### config.mk
export PLATFORM = sky130hd
export DESIGN_NAME = multdiv
export DESIGN_NICKNAME = d
export VERILOG_FILES = /design/src/rtl/multdiv.sv
export SDC_FILE = /design/constraint.sdc
export NUM_CORES = 1
export LEC_CHECK = 0
export ABC_CLOCK_PERIOD_IN_PS = 5920
export CAP_MARGIN = 20
export CORE_MARGIN = 4
export CORE_UTILIZATION = 50
export CTS_BUF_LIST = sky130_fd_sc_hd__clkbuf_8
export DETAILED_ROUTE_END_ITERATION = 8
export GPL_ROUTABILITY_DRIVEN = 1
export PLACE_DENSITY = 0.69
export SLEW_MARGIN = 20
export SYNTH_ARGS = -nofsm -noshare
export SYNTH_HDL_FRONTEND = slang
export SYNTH_SLANG_ARGS = --single-unit
### constraint.sdc
create_clock -name clock -period 5.92 [get_ports clock]
set_clock_uncertainty 0.2 [all_clocks]
set_input_delay 1.184 -clock clock [delete_from_list [all_inputs] [get_ports clock]]
set_output_delay 1.184 -clock clock [all_outputs]
set_load 0.005 [all_outputs]
### src/rtl/multdiv.sv
// multdiv -- iterative signed 32-bit multiply / divide unit for the execute stage.
//
// Radix-2 Booth multiply or restoring divide on magnitudes. Each op takes
// 32 iterations plus one finishing cycle. Latency is fixed: the accept edge
// is E0, and data_resultRDY is high for the one cycle after E33.
//
// Ports:
//   clock           rising-edge clock
//   reset           asynchronous, active-low; clears all state
//   data_operandA   multiplicand / dividend (two's complement)
//   data_operandB   multiplier / divisor (two's complement)
//   ctrl_MULT       start-multiply pulse (wins if ctrl_DIV is also high)
//   ctrl_DIV        start-divide pulse
//   data_result     product low word or quotient (registered, held)
//   data_exception  overflow / divide-by-zero of the completed op (registered)
//   data_resultRDY  one-cycle pulse: result and exception valid
//   busy            high from the cycle after accept through the resultRDY cycle
module multdiv (
  input  logic        clock,
  input  logic        reset,
  input  logic [31:0] data_operandA,
  input  logic [31:0] data_operandB,
  input  logic        ctrl_MULT,
  input  logic        ctrl_DIV,
  output logic [31:0] data_result,
  output logic        data_exception,
  output logic        data_resultRDY,
  output logic        busy
);

  typedef enum logic [1:0] {IDLE, MUL, DIV, DONE} state_t;

  state_t      state;
  logic [5:0]  count;

  // Booth register {hi, lo, q-1}. hi carries one guard bit so that adding or
  // subtracting a multiplicand of -2^31 can never overflow the accumulator.
  logic [65:0] booth;
  logic [32:0] mcand;

  // Divider: partial remainder, dividend/quotient shift register, divisor magnitude.
  logic [32:0] rem;
  logic [31:0] quo;
  logic [32:0] dmag;
  logic        neg;
  logic        div_zero;
  logic        div_ovf;

  logic [32:0] booth_hi;
  logic [32:0] hi_sum;
  logic [65:0] booth_step;
  logic [63:0] product;
  logic        mul_ovf;
  logic [31:0] a_mag;
  logic [31:0] b_mag;
  logic [32:0] rem_shift;
  logic        div_fits;
  logic [32:0] rem_step;
  logic [31:0] quo_step;
  logic [31:0] quo_signed;

  always_comb begin
    // Booth step: examine {lo[0], q-1}, add/subtract multiplicand into hi,
    // then arithmetic shift the whole register right by one.
    booth_hi = booth[65:33];
    case (booth[1:0])
      2'b01:   hi_sum = booth_hi + mcand;
      2'b10:   hi_sum = booth_hi - mcand;
      default: hi_sum = booth_hi;
    endcase
    booth_step = {hi_sum[32], hi_sum, booth[32:1]};
    product    = booth[64:1];
    // Signed overflow: the upper 33 product bits must all equal the sign bit.
    mul_ovf    = !((&product[63:31]) || !(|product[63:31]));

    // Magnitudes read as unsigned; 0x80000000 maps to 2^31 exactly, and the
    // divisor is zero-extended to 33 bits for the trial subtraction.
    a_mag = data_operandA[31] ? (~data_operandA + 32'd1) : data_operandA;
    b_mag = data_operandB[31] ? (~data_operandB + 32'd1) : data_operandB;

    // Restoring step: shift the next dividend bit into the remainder and
    // keep the subtraction only if the divisor fits.
    rem_shift  = {rem[31:0], quo[31]};
    div_fits   = (rem_shift >= dmag);
    rem_step   = div_fits ? (rem_shift - dmag) : rem_shift;
    quo_step   = {quo[30:0], div_fits};
    quo_signed = neg ? (32'd0 - quo) : quo;
  end

  always_ff @(posedge clock or negedge reset) begin
    if (!reset) begin
      state          <= IDLE;
      count          <= 6'd0;
      booth          <= '0;
      mcand          <= '0;
      rem            <= '0;
      quo            <= '0;
      dmag           <= '0;
      neg            <= 1'b0;
      div_zero       <= 1'b0;
      div_ovf        <= 1'b0;
      data_result    <= 32'd0;
      data_exception <= 1'b0;
      data_resultRDY <= 1'b0;
      busy           <= 1'b0;
    end else begin
      data_resultRDY <= 1'b0;
      case (state)
        IDLE: begin
          count <= 6'd0;
          if (ctrl_MULT) begin
            state <= MUL;
            busy  <= 1'b1;
            mcand <= {data_operandA[31], data_operandA};
            booth <= {33'd0, data_operandB, 1'b0};
          end else if (ctrl_DIV) begin
            state    <= DIV;
            busy     <= 1'b1;
            rem      <= 33'd0;
            quo      <= a_mag;
            dmag     <= {1'b0, b_mag};
            neg      <= data_operandA[31] ^ data_operandB[31];
            div_zero <= (data_operandB == 32'd0);
            div_ovf  <= (data_operandA == 32'h8000_0000) && (data_operandB == 32'hFFFF_FFFF);
          end
        end
        MUL: begin
          // count==32 is the finishing cycle after the 32 Booth iterations.
          if (count == 6'd32) begin
            data_result    <= product[31:0];
            data_exception <= mul_ovf;
            data_resultRDY <= 1'b1;
            state          <= DONE;
          end else begin
            booth <= booth_step;
            count <= count + 6'd1;
          end
        end
        DIV: begin
          // Special cases run the full iteration count and are overridden here.
          if (count == 6'd32) begin
            if (div_zero) begin
              data_result    <= 32'd0;
              data_exception <= 1'b1;
            end else if (div_ovf) begin
              data_result    <= 32'h8000_0000;
              data_exception <= 1'b1;
            end else begin
              data_result    <= quo_signed;
              data_exception <= 1'b0;
            end
            data_resultRDY <= 1'b1;
            state          <= DONE;
          end else begin
            rem   <= rem_step;
            quo   <= quo_step;
            count <= count + 6'd1;
          end
        end
        DONE: begin
          state <= IDLE;
          busy  <= 1'b0;
          count <= 6'd0;
        end
        default: state <= IDLE;
      endcase
    end
  end

endmodule

# [Yosys cells after proc, flatten, opt, wreduce, memory -nomap -nowiden]
# Cells that the tools add are included.
[op_classes] n_lt_le_gt_ge=1 n_reduce_logical=21 bitwise_logic=4 eq_ne=18 addsub=7 mux=37
[ops] operator="two-way mux 32 bit" count=14
[ops] operator="one-hot mux 32 bit (2 select lines)" count=3
[ops] operator="two-way mux 66 bit" count=2
[ops] operator="one-hot mux 66 bit (2 select lines)" count=1
[ops] operator="one-hot mux 33 bit (2 select lines)" count=1
[ops] operator="adder 32 x 1 -> 32 bit, second input constant" count=2
[ops] operator="== test 32 bit, second input constant" count=2
[ops] operator="NOT 32 bit" count=2
[ops] operator="adder 33 bit" count=1
[ops] operator="greater-or-equal comparator 33 x 32 -> 1 bit" count=1
[ops] operator="AND reduction 33 bit" count=1
[ops] operator="OR reduction 33 bit" count=1
[ops] operator="subtractor 33 bit" count=1
[ops] operator="zero test 32 bit" count=1
[ops] operator="subtractor 1 x 32 -> 32 bit, first input constant" count=1
[ops] operator="subtractor 32 bit" count=1
[ops] operator="!= test 2 bit, second input constant" count=8
[ops] operator="one-hot mux 6 bit (2 select lines)" count=1
[ops] operator="AND reduction 3 bit" count=3
[ops] operator="two-way mux 1 bit" count=8
[ops] operator="nonzero test 2 bit" count=4
[ops] operator="adder 6 x 1 -> 6 bit, second input constant" count=1
[ops] operator="== test 2 bit, second input constant" count=3
[ops] operator="== test 6 bit, second input constant" count=1
[ops] operator="other kinds (16)" count=24
[word_totals] output_inout_bits=35 in_bits=68 reg_bits=240

# [Logic depth before layout (Yosys ltp)]
[logic_depth] ltp_word=6 depth_mapped=19

# [Worst setup path before layout]
# Ideal clock, no wire load.
[synth_path] path_kind="register to register" startpoint="register mcand[0]" endpoint="register booth[64]" synth_period_minus_slack_ns=4.419 slack_ns=1.501 path_stages_with_launch=18 arrival_time_ns=4.103 path_cell_list="dfrtp_1 or4_1 nor3_1 and3_1 and2_1 nor3b_1 a21oi_1 xnor2_1 ha_1 clkbuf_1 a21o_1 a21o_1 nand3_1 a311oi_1 o31a_1 o21a_1 or2_2 o311ai_0"
[synth_via] elab_chain_cells=4 word_cells_on_any_way=5 classes_between="2 x add/sub; 3 x mux"
[synth_lines] element="start: declaration" line="39" rtl="logic [32:0] mcand;"
[synth_lines] element="start signal: assignment" line="114" rtl="mcand <= {data_operandA[31], data_operandA};"
[synth_lines] element="subtractor 33 bit / adder 33 bit (equally long branches)" line="68, 67"
[synth_lines] element="one-hot mux 33 bit (2 select lines) *" line="66" rtl="case (booth[1:0])"
[synth_lines] element="two-way mux 66 bit *" line="129" rtl="if (count == 6'd32) begin"
[synth_lines] element="one-hot mux 66 bit (2 select lines) *" line="108" rtl="case (state)"
[synth_lines] element="end signal: assignment" line="115" rtl="booth <= {33'd0, data_operandB, 1'b0};"
[synth_lines] element="end signal: assignment" line="135" rtl="booth <= booth_step;"
[synth_lines] element="end: declaration" line="38" rtl="logic [65:0] booth;"
# Mark *: on every way between the ends. The rest lies on a longest branch, timed or not. The select of a mux whose other input is x is not followed.
# A chain may end at the register's enable or synchronous reset.

# [Worst setup path after layout]
# Same ends and word-level chain as after synthesis.

==> run_results.csv <==
group,metric,value,unit
run_status,status,"finished, final reports clean",
worst_setup_path,crit_type,"reg2reg",
final_layout,syn2layout_area_growth,14.1,%
yosys,async_flop_share,1.00,
yosys,synth-edff-count,0,
routing,drt-vias-per-instance,5.99,
yosys,netlist_instances,1989,
placement,port_buffers,102,
worst_hold_path,worstHoldPathType,"reg2reg",
routing,drt-wirelength-per-cell,20.1,um
power,power_density,547,nW/um2
sta,report.final.hold_viol_count,0,
power,combPwrFrac,0.554,
final_layout,mostFrequentLayoutCell,"nand2_1",
final_layout,multi_input_area,10100,um2
power,switchingPower,4.95,mW
final_layout,drive_gt1_frac,0.0750,
sta,max-slew-margin-rel,0.239,
cts,h-tree-depth,2,
sta,fin_hold_ws,0.279,ns
yosys,synth_area,16700,um2
placement,hpwlAfterDp,37600,um
routing,detail_route.first_pass.iterations,5,
final_layout,final-instance-count-excl-fill,2522,
sta,final.min_clock_period,5.10,ns
final_layout,layout.cells.most_common_list,"nand2_1, o21ai_0, dfrtp_1, a21oi_1, nor2_1",
floorplan,start_util,0.511,
worst_setup_path,critPathLaunchType,"flip-flop",
routing,postRouteAntennaNets,0,
floorplan,num_rows,66,
power,seq_power_share,0.273,
yosys,yosysWarningCount,0,
final_layout,n_fill_cell,3003,
floorplan,die_w,191,um
worst_setup_path,cp-end-kind,"flip-flop",
grt,antenna_found_initial,0,
cts,clk_latency,0.58,ns
sta,tns,0,ns
yosys,synth_nets,2135,
grt,grt_max_degree,124,
placement,pre_cts_slack,0.922,ns
sta,setup_ws,0.819,ns
sta,tightest_slew,1.14,ns
worst_setup_path,worstPathRequired,6.17,ns
power,power.internal,5.50,mW
worst_setup_path,crit_fanout,9,
cts,cts_hold_buf,0,
cts,cts.root.buffer_cell,"clkbuf_8",
cts,numCtsBuffers,44,
cts,path_clk_slew,0.06,ns
sta,setup-violations-final,0,
cts,cts_buffer_depth,3,
grt,grt_pass1_wl,81400,um
cts,clock_sinks,239,
power,pwr-share-clk,0.173,
final_layout,final_nets,2192,
yosys,synth.avg_cell_area,8.42,um2
yosys,netlist.area_leader.share,0.357,
yosys,synth_cell_types,71,
placement,routabilityCongestion,0.934,
floorplan,die_area,36500,um2
sta,slew_violations,0,
sta,rsz0062_at_grt,"no",
power,peakVddDrop,290,uV
floorplan,ioPinCount,103,
power,leakage,8.23,nW
sta,final.period_utilization,0.862,
routing,wl,50600,um
grt,grt_pass1_vias,14600,
yosys,synth.largest_area_cell,"dfrtp_1",
final_layout,seqCellArea,5980,um2
yosys,yosysSeqAreaShare,0.357,
yosys,yosys-top-cells-area,"dfrtp_1, o21ai_0, nand2_1",
yosys,ys.flop_type,"dfrtp_1",
placement,dp.cells,2442,
sta,max_freq,196,MHz
grt,grt_usage,0.278,
cts,post_cts_resized,0,
job,maxCapViolations,0,
power,p_sw_frac,0.474,
yosys,ys_ff_latch,239,
floorplan,coreArea,32800,um2
grt,grt_overflow,0,
cts,cts_tree,"yes",
worst_setup_path,worstPathArrival,5.35,ns
routing,route.detailed.drc,0,
cts,postCtsSetupBuffers,0,
power,power.total,10.4,mW
routing,vias,15100,
floorplan,die_height,191,um
final_layout,num_antenna_cells,0,
routing,first_iter_violations,1164,
critical path: stages (launching register included):
cell and delay [ns]:
dfrtp_1 0.43, or4_1 0.60, nor3_1 0.39, and3_1 0.30, and2_1 0.20, nor3b_1 0.47
a21oi_1 0.16, xnor2_1 0.15, ha_1 0.44, nand3_1 0.13, nor3_1 0.36, nand3_1 0.13
a21oi_1 0.13, o31a_1 0.18, nor3_1 0.06, or2_2 0.30, o311ai_0 0.32
power groups by stage:
stage          sequential, mW  combinational (mW)  clock (mW)
5_1_grt                  2.94                6.43        1.92
3_5_place_dp             2.86                5.70           0
6_report                 2.86                5.78        1.81
4_1_cts                  2.84                5.72        1.85
3_3_place_gp             2.83                5.63           0
2_1_floorplan            2.63                4.37           0
registers in the layout (all words and copies together), names as in the netlist, 2 cells and up:
register	cells
state	2
dmag	32
quo	32
data_result	32
mcand	32
booth	65
rem	32
count	6
cell type report:
cell class | instances | share of cell area
Multi-Input combinational cell | 1563 | 0.528
Sequential cell | 239 | 0.313
Inverter | 76 | 0.0149
Tap cell | 442 | 0.0290
Timing Repair Buffer | 122 | 0.0620
Clock buffer | 61 | 0.0440
Clock inverter | 19 | 0.00911
cells by family (layout without fill, tap and decap cells):
logic type      after synthesis  after routing  synth area share
flops                       239            239             0.357
xor+xnor                    172            172            0.0900
simple gates                631            631             0.179
fa+ha+maj                    78             78            0.0592
mux                          94             94            0.0587
compound gates              588            588             0.214
buf+inv                     187            278            0.0421
per-stage QoR:
step	instance area [um2]	util
CTS	19100	0.583
finish	19100	0.583
global route	19100	0.583
global placement	18100	0.552
detailed placement	18100	0.552
floorplan	16700	-
synthesized netlist by cell type (52+ instances only):
master and number:
o21ai_0 241, mux2i_1 60, inv_1 75, nand2_1 256, xor2_1 66, nor2_1 118, dfrtp_1 239, nand3_1 52
a21oi_1 129, ha_1 76, clkbuf_1 100, xnor2_1 106
worst paths after layout:
path	startpoint	to	slack (ns)	depth (start not counted)
max	mcand[0]	booth[64]	0.82	16
min	dmag[18]	dmag[18]	0.28	2
max reg2reg	mcand[0]	booth[64]	0.82	16
min reg2reg	dmag[18]	dmag[18]	0.28	2
max in group asynchronous	reset	quo[12]	4.09	2
min in group asynchronous	reset	booth[35]	0.33	1
metal layers:
metal  part of all wire  global-route usage  vias to the layer above
met5                  0                   0                        -
met4              0.043               0.114                        0
li1                   -                   -                     7278
met3              0.061              0.0482                       96
met2               0.44               0.417                      463
met1               0.46               0.399                     7281
No activity file was read; power rests on OpenSTA's default activity.
